===== src/rtl/jedro_1_instr_queue.sv =====
// jedro_1_instr_queue
// Decode-side instruction queue between the fetch unit and the decoder.
// Buffers {instr, addr} pairs in a DEPTH-entry circular FIFO and presents the
// head entry to the decoder. The fetch-side ready depends only on occupancy
// (and reset), never on same-cycle fetch or decode inputs. A taken jump
// (flush_i) discards every buffered entry.
//
// Optional feature: define JEDRO_1_IQ_BYPASS_EN to let an empty queue forward
// the fetch pair straight to the decoder (0-cycle latency). With the macro
// undefined the queue always adds exactly one cycle of latency.

module jedro_1_instr_queue #(
  parameter int unsigned            DATA_WIDTH = 32,
  parameter int unsigned            DEPTH      = 4,
  parameter logic [DATA_WIDTH-1:0]  NOP_INSTR  = 32'h00000013
) (
  input  logic                          clk_i,
  input  logic                          rst_i,
  input  logic                          flush_i,
  input  logic [DATA_WIDTH-1:0]         ifu_instr_i,
  input  logic [DATA_WIDTH-1:0]         ifu_addr_i,
  input  logic                          ifu_valid_i,
  output logic                          ifu_ready_o,
  output logic [DATA_WIDTH-1:0]         dec_instr_o,
  output logic [DATA_WIDTH-1:0]         dec_addr_o,
  output logic                          dec_valid_o,
  input  logic                          dec_ready_i,
  output logic [$clog2(DEPTH+1)-1:0]    count_o
);

  localparam int unsigned PTR_W = $clog2(DEPTH);
  localparam int unsigned CNT_W = $clog2(DEPTH + 1);

  localparam logic [PTR_W-1:0] PTR_ONE   = PTR_W'(1);
  localparam logic [CNT_W-1:0] CNT_ONE   = CNT_W'(1);
  localparam logic [CNT_W-1:0] CNT_FULL  = CNT_W'(DEPTH);
  localparam logic [CNT_W-1:0] CNT_EMPTY = CNT_W'(0);

  // Storage: instruction and address kept side by side, indexed by pointer.
  logic [DATA_WIDTH-1:0] instr_mem_r [DEPTH];
  logic [DATA_WIDTH-1:0] addr_mem_r  [DEPTH];

  // Circular pointers wrap naturally because DEPTH is a power of two.
  logic [PTR_W-1:0] wr_ptr_r;
  logic [PTR_W-1:0] rd_ptr_r;
  logic [CNT_W-1:0] count_r;

  logic empty_s;
  logic full_s;
  logic push_s;
  logic pop_s;
  logic bypass_take_s;

  // Pointer increment helper; the modulo-DEPTH wrap comes from the width.
  function automatic logic [PTR_W-1:0] ptr_inc(input logic [PTR_W-1:0] ptr);
    return ptr + PTR_ONE;
  endfunction

  assign empty_s = (count_r == CNT_EMPTY);
  assign full_s  = (count_r == CNT_FULL);

  // Ready comes from registered occupancy only; reset forces it low.
  assign ifu_ready_o = !rst_i && !full_s;

`ifdef JEDRO_1_IQ_BYPASS_EN
  // An empty queue hands the fetch pair directly to a ready decoder; that
  // pair is consumed in flight and never written into the array.
  assign bypass_take_s = empty_s && ifu_valid_i && dec_ready_i && !flush_i && !rst_i;
`else
  assign bypass_take_s = 1'b0;
`endif

  // A flush discards any same-cycle push or pop; the pop path only ever
  // drains stored entries, so a bypassed pair never moves rd_ptr.
  assign push_s = ifu_valid_i && ifu_ready_o && !flush_i && !bypass_take_s;
  assign pop_s  = !rst_i && !empty_s && dec_ready_i && !flush_i;

  // Decoder-side view: head entry, bypassed fetch pair, or NOP when idle.
  always_comb begin
    dec_valid_o = 1'b0;
    dec_instr_o = NOP_INSTR;
    dec_addr_o  = '0;
    if (rst_i) begin
      dec_valid_o = 1'b0;
      dec_instr_o = NOP_INSTR;
      dec_addr_o  = '0;
    end else if (!empty_s) begin
      dec_valid_o = 1'b1;
      dec_instr_o = instr_mem_r[rd_ptr_r];
      dec_addr_o  = addr_mem_r[rd_ptr_r];
`ifdef JEDRO_1_IQ_BYPASS_EN
    end else if (!flush_i) begin
      dec_valid_o = ifu_valid_i;
      dec_instr_o = ifu_instr_i;
      dec_addr_o  = ifu_addr_i;
`endif
    end else begin
      dec_valid_o = 1'b0;
      dec_instr_o = NOP_INSTR;
      dec_addr_o  = '0;
    end
  end

  // Occupancy reported to the outside reads zero for the whole reset pulse.
  always_comb begin
    if (rst_i) begin
      count_o = CNT_EMPTY;
    end else begin
      count_o = count_r;
    end
  end

  // Array write port; contents need no reset since count gates visibility.
  always_ff @(posedge clk_i) begin
    if (push_s) begin
      instr_mem_r[wr_ptr_r] <= ifu_instr_i;
      addr_mem_r[wr_ptr_r]  <= ifu_addr_i;
    end
  end

  // Pointer and occupancy bookkeeping; flush yields only to reset.
  always_ff @(posedge clk_i) begin
    if (rst_i) begin
      wr_ptr_r <= '0;
      rd_ptr_r <= '0;
      count_r  <= CNT_EMPTY;
    end else if (flush_i) begin
      rd_ptr_r <= wr_ptr_r;
      count_r  <= CNT_EMPTY;
    end else begin
      if (push_s) begin
        wr_ptr_r <= ptr_inc(wr_ptr_r);
      end
      if (pop_s) begin
        rd_ptr_r <= ptr_inc(rd_ptr_r);
      end
      case ({push_s, pop_s})
        2'b10:   count_r <= count_r + CNT_ONE;
        2'b01:   count_r <= count_r - CNT_ONE;
        default: count_r <= count_r;
      endcase
    end
  end

endmodule


===== config.mk =====
export PLATFORM = sky130hd
export DESIGN_NAME = jedro_1_instr_queue
export DESIGN_NICKNAME = d
export VERILOG_FILES = /design/src/rtl/jedro_1_instr_queue.sv
export SDC_FILE = /design/constraint.sdc
export NUM_CORES = 1
export LEC_CHECK = 0
export BUFFER_PORTS_ARGS = -buffer_cell sky130_fd_sc_hd__buf_2
export CAP_MARGIN = 15
export CORE_AREA = 2 2 145 147
export CTS_BUF_LIST = sky130_fd_sc_hd__clkbuf_8
export CTS_CLUSTER_SIZE = 12
export DETAILED_ROUTE_END_ITERATION = 16
export DIE_AREA = 0 0 147 149
export HOLD_SLACK_MARGIN = 0.12
export PLACE_DENSITY = 0.68
export SLEW_MARGIN = 20
export SYNTH_ARGS = -nofsm -noshare
export SYNTH_HDL_FRONTEND = slang
export SYNTH_SLANG_ARGS = --single-unit

===== constraint.sdc =====
create_clock -name clk_i -period 4.5 [get_ports clk_i]
set_input_delay 0.45 -clock clk_i [delete_from_list [all_inputs] [get_ports clk_i]]
set_output_delay 0.45 -clock clk_i [all_outputs]
set_load 0.02 [all_outputs]

After elaboration in Yosys (flattened, before gate mapping)
Memories as Yosys holds them, arrays and structs flattened. A register that Yosys moved wholly into a read port is not among the register bits. Index checks and enable logic that the tools add are counted.

RAM bits: 256. Bits of input ports: 69. Word-level logic and storage cells: 44. Memories: 2. Output and inout bits: 69. Flip-flop bits (word level): 7.

Memories: addr_mem_r (words 4, bits a word 32, read ports 1, clocked after Yosys merged registers in 1, wr ports 1, RTL line 41) `logic [DATA_WIDTH-1:0] addr_mem_r [DEPTH];`; instr_mem_r (words 4, bits a word 32, read ports 1, clocked after Yosys merged registers in 1, wr ports 1, RTL line 40) `logic [DATA_WIDTH-1:0] instr_mem_r [DEPTH];`.

Bitwise operators: 1. Eq/ne operators: 3. Muxes and demuxes: 16. Add/subtract/negate cells: 4. Reduce and logical (&&, ||, !) cells: 15.

Operator list (count): 32-bit 2-to-1 mux (4); 2-bit 2-to-1 mux (6); 1-bit logical AND (6); 3-bit one-hot mux with 2 select lines (1); 2-bit by 1-bit adder with 2-bit output, second input constant (2); 1-bit zero test (4); 1-bit 2-to-1 mux (4); 2-bit nonzero test (2); 3-bit by 1-bit adder with 3-bit output, second input constant (1); 3-bit == test, second input constant (1); 3-bit zero test (1); 3-bit 2-to-1 mux (1); 3-bit by 1-bit subtractor with 3-bit output, second input constant (1); 2-bit by 1-bit == test with 1-bit output, second input constant (1); 2-bit == test, second input constant (1); 2-bit AND reduction (1); 2-bit OR reduction (1); 1-bit inverter (1).

Logic depth before layout (Yosys ltp)
Depth in word-level cells: 9. Mapped depth: 10. Mapped depth without buffers: 9.

Worst setup path before layout
Ideal clock, no wire load.

Kind: input to register. From: input port flush_i. To: memory addr_mem_r[0][0], enable pin. Data arrival time: 2.649 ns. Cell stages on the path: 3. Path slack: 1.421 ns. Data required time: 4.071 ns. Path through: clkbuf_1 nor3b_1 and3_1.

Longest elaborated chain between the ends: 4.

Ends and longest elaborated chain: from (decl) (RTL line 19) `input logic flush_i,`; 1-bit zero test (RTL line 75) `assign push_s = ifu_valid_i && ifu_ready_o && !flush_i && !bypass_take_s;`; 1-bit logical AND (RTL line 75); 1-bit 2-to-1 mux (RTL line 115) `if (push_s) begin`; 1-bit 2-to-1 mux (implied by the code) (RTL line 117) `addr_mem_r[wr_ptr_r] <= ifu_addr_i;`; to (decl) (RTL line 41).

No other way between the ends.

==> impl_metrics.ini <==
[floorplanning]
fp.dieH_um = 149
die_w_um = 147
start_util_pct = 49.92
coreArea_mm2 = 0.02056
dieArea_mm2 = 0.02190
pin_count = 138
num_rows = 53

[global_route]
grt_max_degree = 65
grt-ovfl-total = 0
grt_pass1_vias = 5535
grt_use_total_pct = 17.63
grt_pass1_wl_um = 29530
antenna_found_initial = 0

[placed_design]
place_ws_ns = 1.801
routabilityCongestion = 0.7591
port_buffers = 137
dpl.hpwl_um = 10270

[sta]
hold_viol_final = 0
max_freq_mhz = 331.7
slew_violations = 0
fin_setup_tns_ns = 0
worst_pin_slew_ns = 1.028
finalSetupViolations = 0
fin_crit_ns = 3.014
rsz0062_at_grt = false
slew_headroom_pct = 31.46
finalCritPeriodShare_pct = 66.99
fin_worst_skew_ns = 0.01237
fin_ws_ns = 1.486

[hold_path]
hold_path_class = in2reg
hold_path_startpoint = ifu_instr_i[14]

[detailed_routing]
ant_nets = 0
firstDrtPassIters = 4
wirelength_um = 18860
vias = 5149
via_per_inst = 5.238
wl_per_cell_um = 19.19
drc = 0
drtIter0Drc = 249

[critical_path]
worstSetupStartpointType = flip-flop
cp_max_fo = 34
cpMaxStageDelayCell = dfxtp_4
slowest_delay_ns = 0.77
cp-end-kind = primary output
cp_cell_sequence = buf_12 > mux4_2 > and2_1 > buf_2
worstPathArrival_ns = 2.56
critPathKind = reg2out
r2r-start = count_r[2]
cp.required_ns = 4.05

[cells_and_area]
n_antenna_cell = 0
layout.cells.most_common_list = 256 x edfxtp_1, 137 x buf_2, 63 x mux4_2, 61 x and2_1, 51 x dlygate4sd3_1
synthToLayoutAreaGrowth_pct = 22.13
final_common_cell = edfxtp_1
nNetsFinal = 754
fillers = 1536
drive_above_1_share_pct = 37.57

[flow_run]
drv_cap = 0

[synth]
avgSynthCellArea_um2 = 21.93
synth.distinct_cells = 32
netlist_instances = 468
syn-cell-area_mm2 = 0.01026
synth_nets = 543
ys_warn_count = 0
yosysSeqAreaShare_pct = 76.66
synth-seq-cells = 265

[run_status]
status = finished clean

[pwr]
power_density_mw_per_mm2 = 407.4
ir_drop_mv = 0.2127
p_leak_uw = 0.004399

[clock_network]
cts-root-buf = clkbuf_8
cts_buffer_depth = 3
clk_pin_slew_ns = 0.07
cts_tree = yes
htree_levels = 2
clock_sinks = 265
post_cts_buffers = 0
cts_buffers = 42
clkLatencyLatePin_ns = 0.53
## area by class of cell
| type | count | area [µm²] | share of cell area [%] |
|---|---|---|---|
| flip-flops and latches | 265 | 7875 | 62.83 |
| multi-input cells | 174 | 2197 | 17.53 |
| clock inverters | 30 | 279.0 | 2.226 |
| inverters | 6 | 22.52 | 0.1797 |
| well taps | 275 | 344.1 | 2.745 |
| repair buffers | 190 | 1224 | 9.763 |
| clock buffers | 43 | 591.8 | 4.722 |
## worst max-delay path: cells and delay by family (launching register included)
kind                   cells  cell delay (ns)
DFF                        1             0.77
muxes                      1             0.53
buffers and inverters      2             0.52
and+or+nand+nor            1             0.19
## synthesized netlist by cell type
cell type  instances  area (µm²)
nor3b_1            2       15.01
and3_1             4       25.02
dfxtp_1            9       180.2
o31a_1             1       8.760
xnor2_1            1       8.760
and2_1            61       381.6
nor3_2             1       10.01
edfxtp_1         256        7687
mux4_1             1       26.28
nand3_1            2       10.01
clkbuf_2           1       5.000
o31ai_1            1       7.510
nor2_1             5       18.77
nor2b_1            1       6.260
or3_1              4       25.02
or3b_2             2       17.52
inv_1              6       22.52
nor2_2             1       6.260
clkbuf_1           9       33.78
fa_1               1       20.02
mux4_2            63        1419
ha_1               5       62.56
a21oi_1            5       25.02
xor2_1             2       17.52
o21a_1             2       15.01
buf_12             6       120.1
a211oi_1           1       7.510
buf_6              1       11.26
o21ai_0            3       15.01
buf_2              6       30.03
nand2_1            1       3.750
nor3_1             4       20.02
## cells by family after synthesis
| family | after synthesis | share of synthesized area (%) |
|---|---|---|
| AO/OA/AOI/OAI | 13 | 0.7681 |
| flip-flops | 265 | 76.66 |
| multiplexers | 64 | 14.08 |
| XOR/XNOR | 3 | 0.2561 |
| adder cells (fa/ha/maj) | 6 | 0.8047 |
| buffers and inverters | 29 | 2.170 |
| AND/OR/NAND/NOR | 88 | 5.255 |
## worst paths after layout
| check | end | slack (ns) | cells past startpoint |
|---|---|---|---|
| max reg2reg | count_r[2] | 1.88 | 9 |
| min reg2reg | wr_ptr_r[1] | 0.53 | 2 |
| max | dec_addr_o[16] | 1.49 | 4 |
| min | instr_mem_r[0][14] | 0.15 | 1 |
## what timing repair did
action                                  CTS  global route
resized for setup                         0             0
endpoints found under the setup margin    0             0
hold endpoints to repair                193             3
hold buffers                             49             2
## per-layer routing
layer | up-vias | GRT usage, % | share of wire, % | routed length [µm]
li1 | 2321 | - | - | -
met1 | 2644 | 23.45 | 43 | 8032
met4 | 0 | 5.769 | 2.0 | 379
met3 | 35 | 4.006 | 5.3 | 1006
met2 | 149 | 29.39 | 50 | 9442
met5 | - | 0 | 0 | 0
## stage by stage
stage | util, % | hold WS, ns | cells | total power, µW | area (µm²)
after floorplan | - | 0.4837 | 468 | 2932 | 10260
after global placement | 54.25 | 0.5064 | 859 | 2995 | 11150
after detailed placement | 54.25 | 0.5192 | 859 | 3004 | 11150
after CTS | 60.87 | 0.1204 | 981 | 5155 | 12510
after global routing | 60.97 | 0.1226 | 983 | 5272 | 12530
final | 60.97 | 0.1499 | 983 | 5107 | 12530
## sequential cells by signal, summed over array words and instances, names as in the netlist, named ones only
register and count:
addr_mem_r 128, instr_mem_r 128, count_r 3, rd_ptr_r 2, wr_ptr_r 2
## power by group
part | switching (µW) | total [µW] | internal [µW]
combinational | 95.3 | 223 | 128
sequential | 27.7 | 2760 | 2730
clock | 892 | 2120 | 1230
Power figures use the tool's default switching activity.
